==> src/rtl/ext_rom_pkg.sv <==
// Shared types and constants for the external code-ROM fetch interface.
package ext_rom_pkg;

  localparam int ADDR_W = 16;
  localparam logic [7:0] ROM_TIMEOUT_DATA = 8'hFF;

  typedef enum logic [1:0] {
    IDLE  = 2'd0,
    REQ   = 2'd1,
    READY = 2'd2
  } rom_state_e;

endpackage

==> src/rtl/ext_rom_pfbuf.sv <==
// One-entry prefetch buffer: holds {tag, data, valid} and compares a lookup address.
module ext_rom_pfbuf
  import ext_rom_pkg::*;
(
  input  logic              clk,
  input  logic              reset,
  input  logic              i_inv,
  input  logic              i_wr,
  input  logic [ADDR_W-1:0] i_wr_tag,
  input  logic [7:0]        i_wr_data,
  input  logic [ADDR_W-1:0] i_lookup,
  output logic              o_hit,
  output logic [7:0]        o_data
);

  logic [ADDR_W-1:0] r_tag;
  logic [7:0]        r_data;
  logic              r_valid;

  // Invalidate wins over a same-cycle write so an aborted prefetch never lands.
  always_ff @(posedge clk or negedge reset) begin
    if (!reset) begin
      r_tag   <= '0;
      r_data  <= '0;
      r_valid <= 1'b0;
    end else if (i_inv) begin
      r_valid <= 1'b0;
    end else if (i_wr) begin
      r_tag   <= i_wr_tag;
      r_data  <= i_wr_data;
      r_valid <= 1'b1;
    end
  end

  assign o_hit  = r_valid && (r_tag == i_lookup);
  assign o_data = r_data;

endmodule

==> src/rtl/ext_rom_if.sv <==
// MCU external code-fetch bridge: ALE/PSEN bus to a req/ack code memory.
// Optional one-entry next-address prefetch is enabled with EXT_ROM_PREFETCH_EN.
module ext_rom_if
  import ext_rom_pkg::*;
#(
  parameter int TIMEOUT = 15
) (
  input  logic              clk,
  input  logic              reset,
  input  logic              ALE,
  input  logic              PSEN,
  input  logic [7:0]        P0_in,
  input  logic [7:0]        P2_in,
  output logic [7:0]        P0_out,
  output logic              P0_oe,
  output logic              mem_req,
  output logic [ADDR_W-1:0] mem_addr,
  input  logic              mem_ack,
  input  logic [7:0]        mem_data,
  output logic              busy,
  output logic              err,
  output logic [1:0]        o_dbg_state
);

  localparam logic [7:0] TO_LAST = 8'(TIMEOUT - 1);

  rom_state_e        r_state;
  logic              r_ale_d;
  logic              r_psen_d;
  logic [ADDR_W-1:0] r_addr;
  logic [7:0]        r_data;
  logic [7:0]        r_cnt;
  logic              r_err;

  logic              w_ale_fall;
  logic              w_psen_rise;
  logic              w_timeout;
  logic [ADDR_W-1:0] w_pin_addr;

  assign w_ale_fall  = r_ale_d && !ALE;
  assign w_psen_rise = !r_psen_d && PSEN;
  assign w_timeout   = (r_cnt == TO_LAST);
  assign w_pin_addr  = {P2_in, P0_in};

`ifdef EXT_ROM_PREFETCH_EN
  logic              r_pf_active;
  logic [ADDR_W-1:0] r_pf_addr;
  logic              w_buf_hit;
  logic              w_pf_hit;
  logic [7:0]        w_buf_data;

  // A hit only counts when no prefetch is in flight; an ALE during one always invalidates.
  assign w_pf_hit = w_buf_hit && !r_pf_active;

  ext_rom_pfbuf u_pfbuf (
    .clk       (clk),
    .reset     (reset),
    .i_inv     (w_ale_fall && !w_pf_hit),
    .i_wr      (r_pf_active && mem_ack && !w_ale_fall),
    .i_wr_tag  (r_pf_addr),
    .i_wr_data (mem_data),
    .i_lookup  (w_pin_addr),
    .o_hit     (w_buf_hit),
    .o_data    (w_buf_data)
  );

  assign mem_req  = (r_state == REQ) || r_pf_active;
  assign mem_addr = r_pf_active ? r_pf_addr : r_addr;
`else
  assign mem_req  = (r_state == REQ);
  assign mem_addr = r_addr;
`endif

  always_ff @(posedge clk or negedge reset) begin
    if (!reset) begin
      r_state  <= IDLE;
      r_ale_d  <= 1'b0;
      r_psen_d <= 1'b1;
      r_addr   <= '0;
      r_data   <= '0;
      r_cnt    <= '0;
      r_err    <= 1'b0;
`ifdef EXT_ROM_PREFETCH_EN
      r_pf_active <= 1'b0;
      r_pf_addr   <= '0;
`endif
    end else begin
      r_ale_d  <= ALE;
      r_psen_d <= PSEN;
      // A new address always aborts whatever is in progress, including a same-cycle ack.
      if (w_ale_fall) begin
        r_addr <= w_pin_addr;
        r_cnt  <= '0;
`ifdef EXT_ROM_PREFETCH_EN
        r_pf_active <= 1'b0;
        if (w_pf_hit) begin
          r_data  <= w_buf_data;
          r_state <= READY;
        end else begin
          r_state <= REQ;
        end
`else
        r_state <= REQ;
`endif
      end else begin
        case (r_state)
          REQ: begin
            if (mem_ack) begin
              r_data  <= mem_data;
              r_state <= READY;
`ifdef EXT_ROM_PREFETCH_EN
              r_pf_active <= 1'b1;
              r_pf_addr   <= r_addr + 16'd1;
              r_cnt       <= '0;
`endif
            end else if (w_timeout) begin
              r_data  <= ROM_TIMEOUT_DATA;
              r_err   <= 1'b1;
              r_state <= READY;
            end else begin
              r_cnt <= r_cnt + 8'd1;
            end
          end
          READY: begin
            if (w_psen_rise) r_state <= IDLE;
          end
          default: r_state <= r_state;
        endcase
`ifdef EXT_ROM_PREFETCH_EN
        // Prefetch completion or silent timeout; a prefetch timeout never sets err.
        if (r_pf_active) begin
          if (mem_ack || w_timeout) r_pf_active <= 1'b0;
          else                      r_cnt       <= r_cnt + 8'd1;
        end
`endif
      end
    end
  end

  assign busy        = (r_state != IDLE);
  assign err         = r_err;
  assign P0_oe       = (r_state == READY) && !PSEN;
  assign P0_out      = P0_oe ? r_data : 8'h00;
  assign o_dbg_state = r_state;

endmodule

==> config.mk <==
export PLATFORM = sky130hd
export DESIGN_NAME = ext_rom_if
export DESIGN_NICKNAME = d
export VERILOG_FILES = /design/src/rtl/ext_rom_pkg.sv /design/src/rtl/ext_rom_pfbuf.sv /design/src/rtl/ext_rom_if.sv
export SDC_FILE = /design/constraint.sdc
export NUM_CORES = 1
export LEC_CHECK = 0
export CORE_MARGIN = 2
export CORE_UTILIZATION = 35
export DETAILED_ROUTE_END_ITERATION = 8
export PLACE_DENSITY = 0.78
export SYNTH_ARGS = -nofsm -noshare
export SYNTH_HDL_FRONTEND = slang
export SYNTH_SLANG_ARGS = --single-unit
==> constraint.sdc <==
create_clock -name clk -period 1.6 [get_ports clk]
set_input_delay 0.32 -clock clk [delete_from_list [all_inputs] [get_ports clk]]
set_output_delay 0.32 -clock clk [all_outputs]
set_load 0.005 [all_outputs]
==> metrics.md <==
| Metric | Value |
|---|---|
| Final instance area | `0.00271 mm²` |
| Fin nets | `~290` |
| Status | `finished with violations` |
| Worst Path Buf+Inv | `5` |
| Syn_nets | `between 150 and 200` |
| Placed cell areas | `~0.0024 mm²` |
| Fmax | `approximately 560 MHz` |
| Fin Setup TNS | `-1.51 ns` |
| Pwr Total | `2.75 mW` |
| Core area | `roughly 0.0044 mm²` |
| #FFs+latches synth | `37` |
| Crit path max-delay family | `buffers and inverters` |
| Share of layout cells above drive strength 1 | `0.289` |
| Antenna cells | `0` |
| Mean Syn Cell Area | `10.1 µm²` |
| Worst path most repeated cell | `buf_6` |
| Antenna violations before repair | `0` |
| Worst Path Class, Setup | `reg2out` |
| Via Count | `around 1,500` |
| Total wire length | `between 3000 and 4000 µm` |
| Critical-path cell list | `inv_2, nor3_4, buf_4, buf_6, buf_6, and2_4, buf_6` |
| Final hold vios | `0` |
| # IOs | `around 60` |
| H-tree depth | `2` |
| Clock root buffer master | `clkbuf_8` |
| Final Wtd Congestion | `slightly below 0.8` |
| Tcrit/Tclk final | `1.11` |
| Largest net degree at the start of global routing | `38` |
| Clk sink count | `37` |
| Crit path time final | `1.77 ns` |
| CTS tree | `done` |
| Initial DRT Pass Iterations | `4` |
| Fin Clk Skew | `0.00454 ns` |
| Grt total ovfl | `0` |
| Core Rows | `24` |
| Final setup vio count | `13` |
| RSZ-0062 raised after global routing | `yes` |
| Crit path capture type | `primary output` |
| Chip width | `~72 µm` |
| R2r setup slk | `-0.17 ns` |
| Fin util | `0.613` |
| Failing checks | `setup timing` |
| Post-Syn Area | `about 0.0016 mm²` |
| Yosys warns | `0` |
| Hold path start | `PSEN` |
| Startpoint types | `flip-flop` |
| CP Data Required Time | `around 1.3 ns` |
| Hold path depth | `2` |
| CP max stage delay | `approximately 0.38 ns` |
| Reg-to-reg endpoint | `r_cnt[4]` |
| R2R cell count | `6` |
| Drt initial violations | `35` |
| Slew Viols, Final | `0` |
| Antenna-violating nets left | `0` |
| Vias in the first global route | `approximately 1,500` |
| Most common cell after layout, fill and taps aside | `nand2_1` |
| Crit path max fanout | `3` |
| Die Ht | `between 70 and 80 µm` |
| Overall Global Routing Usage | `0.163` |
| Worst-path clk slew | `0.07 ns` |
| Die ar. | `approximately 0.0052 mm²` |
| Worst hold path class | `in2reg` |
| First-pass GRT wire length | `6600 µm` |
| Sequential fraction of the synthesis area | `0.572` |
| Distinct cell type count after synthesis | `32` |
| Hold EP | `r_psen_d` |
| Most frequent cells in the layout | `52 x nand2_1, 43 x clkdlybuf4s50_1, 36 x dfrtp_1` |
| Area delta synth->final | `66.9%` |
| Slowest CP cell | `dfrtp_1` |
| RR Startpoint | `r_cnt[0]` |
| Peak supply drop | `roughly 0.58 mV` |
| Routed len/inst | `12.8 µm` |
| Worst slew pin tran | `~0.34 ns` |
| # fillers | `about 350` |
| Maxcap violations | `0` |
| Critical Path AT | `around 1.5 ns` |
| DRC errors left | `0` |
| Initial Util | `0.367` |
| Final worst slack | `-0.170 ns` |
| Pwr dens | `about 1000 mW/mm²` |
| Pleak | `around 1.3 nW` |
| Relative slew slack | `0.771` |
| Post-Synthesis Cells | `160` |
| TritonCTS Buffers | `5` |
| Clk buf depth | `2` |
| Pre-CTS WS | `-0.417 ns` |
| Port bufs | `58` |
| Final HPWL DP | `approximately 2800 µm` |
| Drt via density | `~5` |
| Worst skew pair latency | `approximately 0.28 ns` |
| Setup crit start | `o_dbg_state[1]` |
cell families (layout without fill, tap and decap cells):
logic type      Yosys count  count (layout)  share of synthesized area
buf+inv                   9             105                     0.0208
fa+ha+maj                 2               2                     0.0154
xor+xnor                  4               4                     0.0216
simple gates             87              87                      0.269
compound gates           21              21                      0.100
flops                    37              37                      0.572
Yosys cell counts:
cell type   n  share of area
o31ai_4     1          0.013
o21ai_0     3         0.0093
or3_1       2         0.0077
inv_1       4         0.0093
and3_1      2         0.0077
o311ai_0    1         0.0054
and4b_1     1         0.0062
nor3_1      3         0.0093
nand4_1     4          0.015
nand3_1     2         0.0062
nor3_4      1          0.010
dfstp_2     1          0.016
nor3b_4     1          0.012
or4b_4      1         0.0085
and2_1      8          0.031
xor2_1      3          0.016
xnor2_1     1         0.0054
or4_1       1         0.0046
o31ai_1     2         0.0093
a21oi_1     5          0.015
a21o_1      1         0.0046
nand2b_1    1         0.0039
ha_1        2          0.015
buf_1       1         0.0023
clkbuf_1    4         0.0093
nor2_1      4         0.0093
nand2_1    52           0.12
nor2b_1     2         0.0077
nor3_2      1         0.0062
o22a_1      8          0.043
dfrtp_1    36           0.56
or2_2       1         0.0039
report_power, final:
part           internal, mW  switching [mW]  total, mW
Sequential             1.08          0.0898       1.17
Combinational         0.475           0.285      0.760
Clock                 0.508           0.309      0.817
metrics by stage:
step | hold slack, ns | instances
final | 0.451 | 308
after global routing | 0.440 | 308
after CTS | 0.415 | 306
after detailed placement | 0.300 | 290
after global placement | 0.299 | 290
after floorplan | 0.0244 | 160
worst register-to-register path, delay by kind of cell (launching register included):
family / cells / cell delay, ns
DFF: 1 / 0.39
buffers and inverters: 1 / 0.08
and+or+nand+nor: 3 / 0.98
AOI/OAI and AO/OA: 1 / 0.06
adders and majority gates: 1 / 0.12
state kept, by name, summed over array words and instances, names as in the netlist:
name and flops:
mem_addr 16, err 1, o_dbg_state 2, r_cnt 8
r_data 8, r_psen_d 1, r_ale_d 1
per-layer routing:
metal,global-route usage,vias up,wire length [µm]
met4,0.0503,0,49
met2,0.277,43,1930
met5,0,-,0
li1,-,733,-
met1,0.195,721,1680
met3,0.0583,6,277
layout make-up:
type	instances	area, µm²	area share
Inverter	4	15.0	0.00555
Timing Repair Buffer	93	871	0.322
Sequential cell	37	927	0.343
Tap cell	52	65.1	0.0241
Multi-Input combinational cell	114	711	0.263
Clock inverter	1	30.0	0.0111
Clock buffer	7	86.3	0.0319
what timing repair did:
| action | CTS | global route |
|---|---|---|
| hold buffers | 1 | 0 |
| resized for setup | 57 | 20 |
| endpoints found under the setup margin | 18 | 19 |
| buffers inserted | 6 | 4 |
| endpoints found under the hold margin | 32 | 0 |
| pin swaps | 7 | 9 |
| gates cloned | 1 | 0 |
worst max path at each step:
stage               slack (ns)  cells after the start   endpoint
floorplan                -0.04                      6   r_cnt[0]
global placement         -0.38                      5  P0_out[3]
detailed placement       -0.42                      5  P0_out[7]
CTS                      -0.16                      6  P0_out[7]
global route             -0.23                      7  P0_out[7]
finish                   -0.17                      7  P0_out[7]
Power figures use the tool's default switching activity.
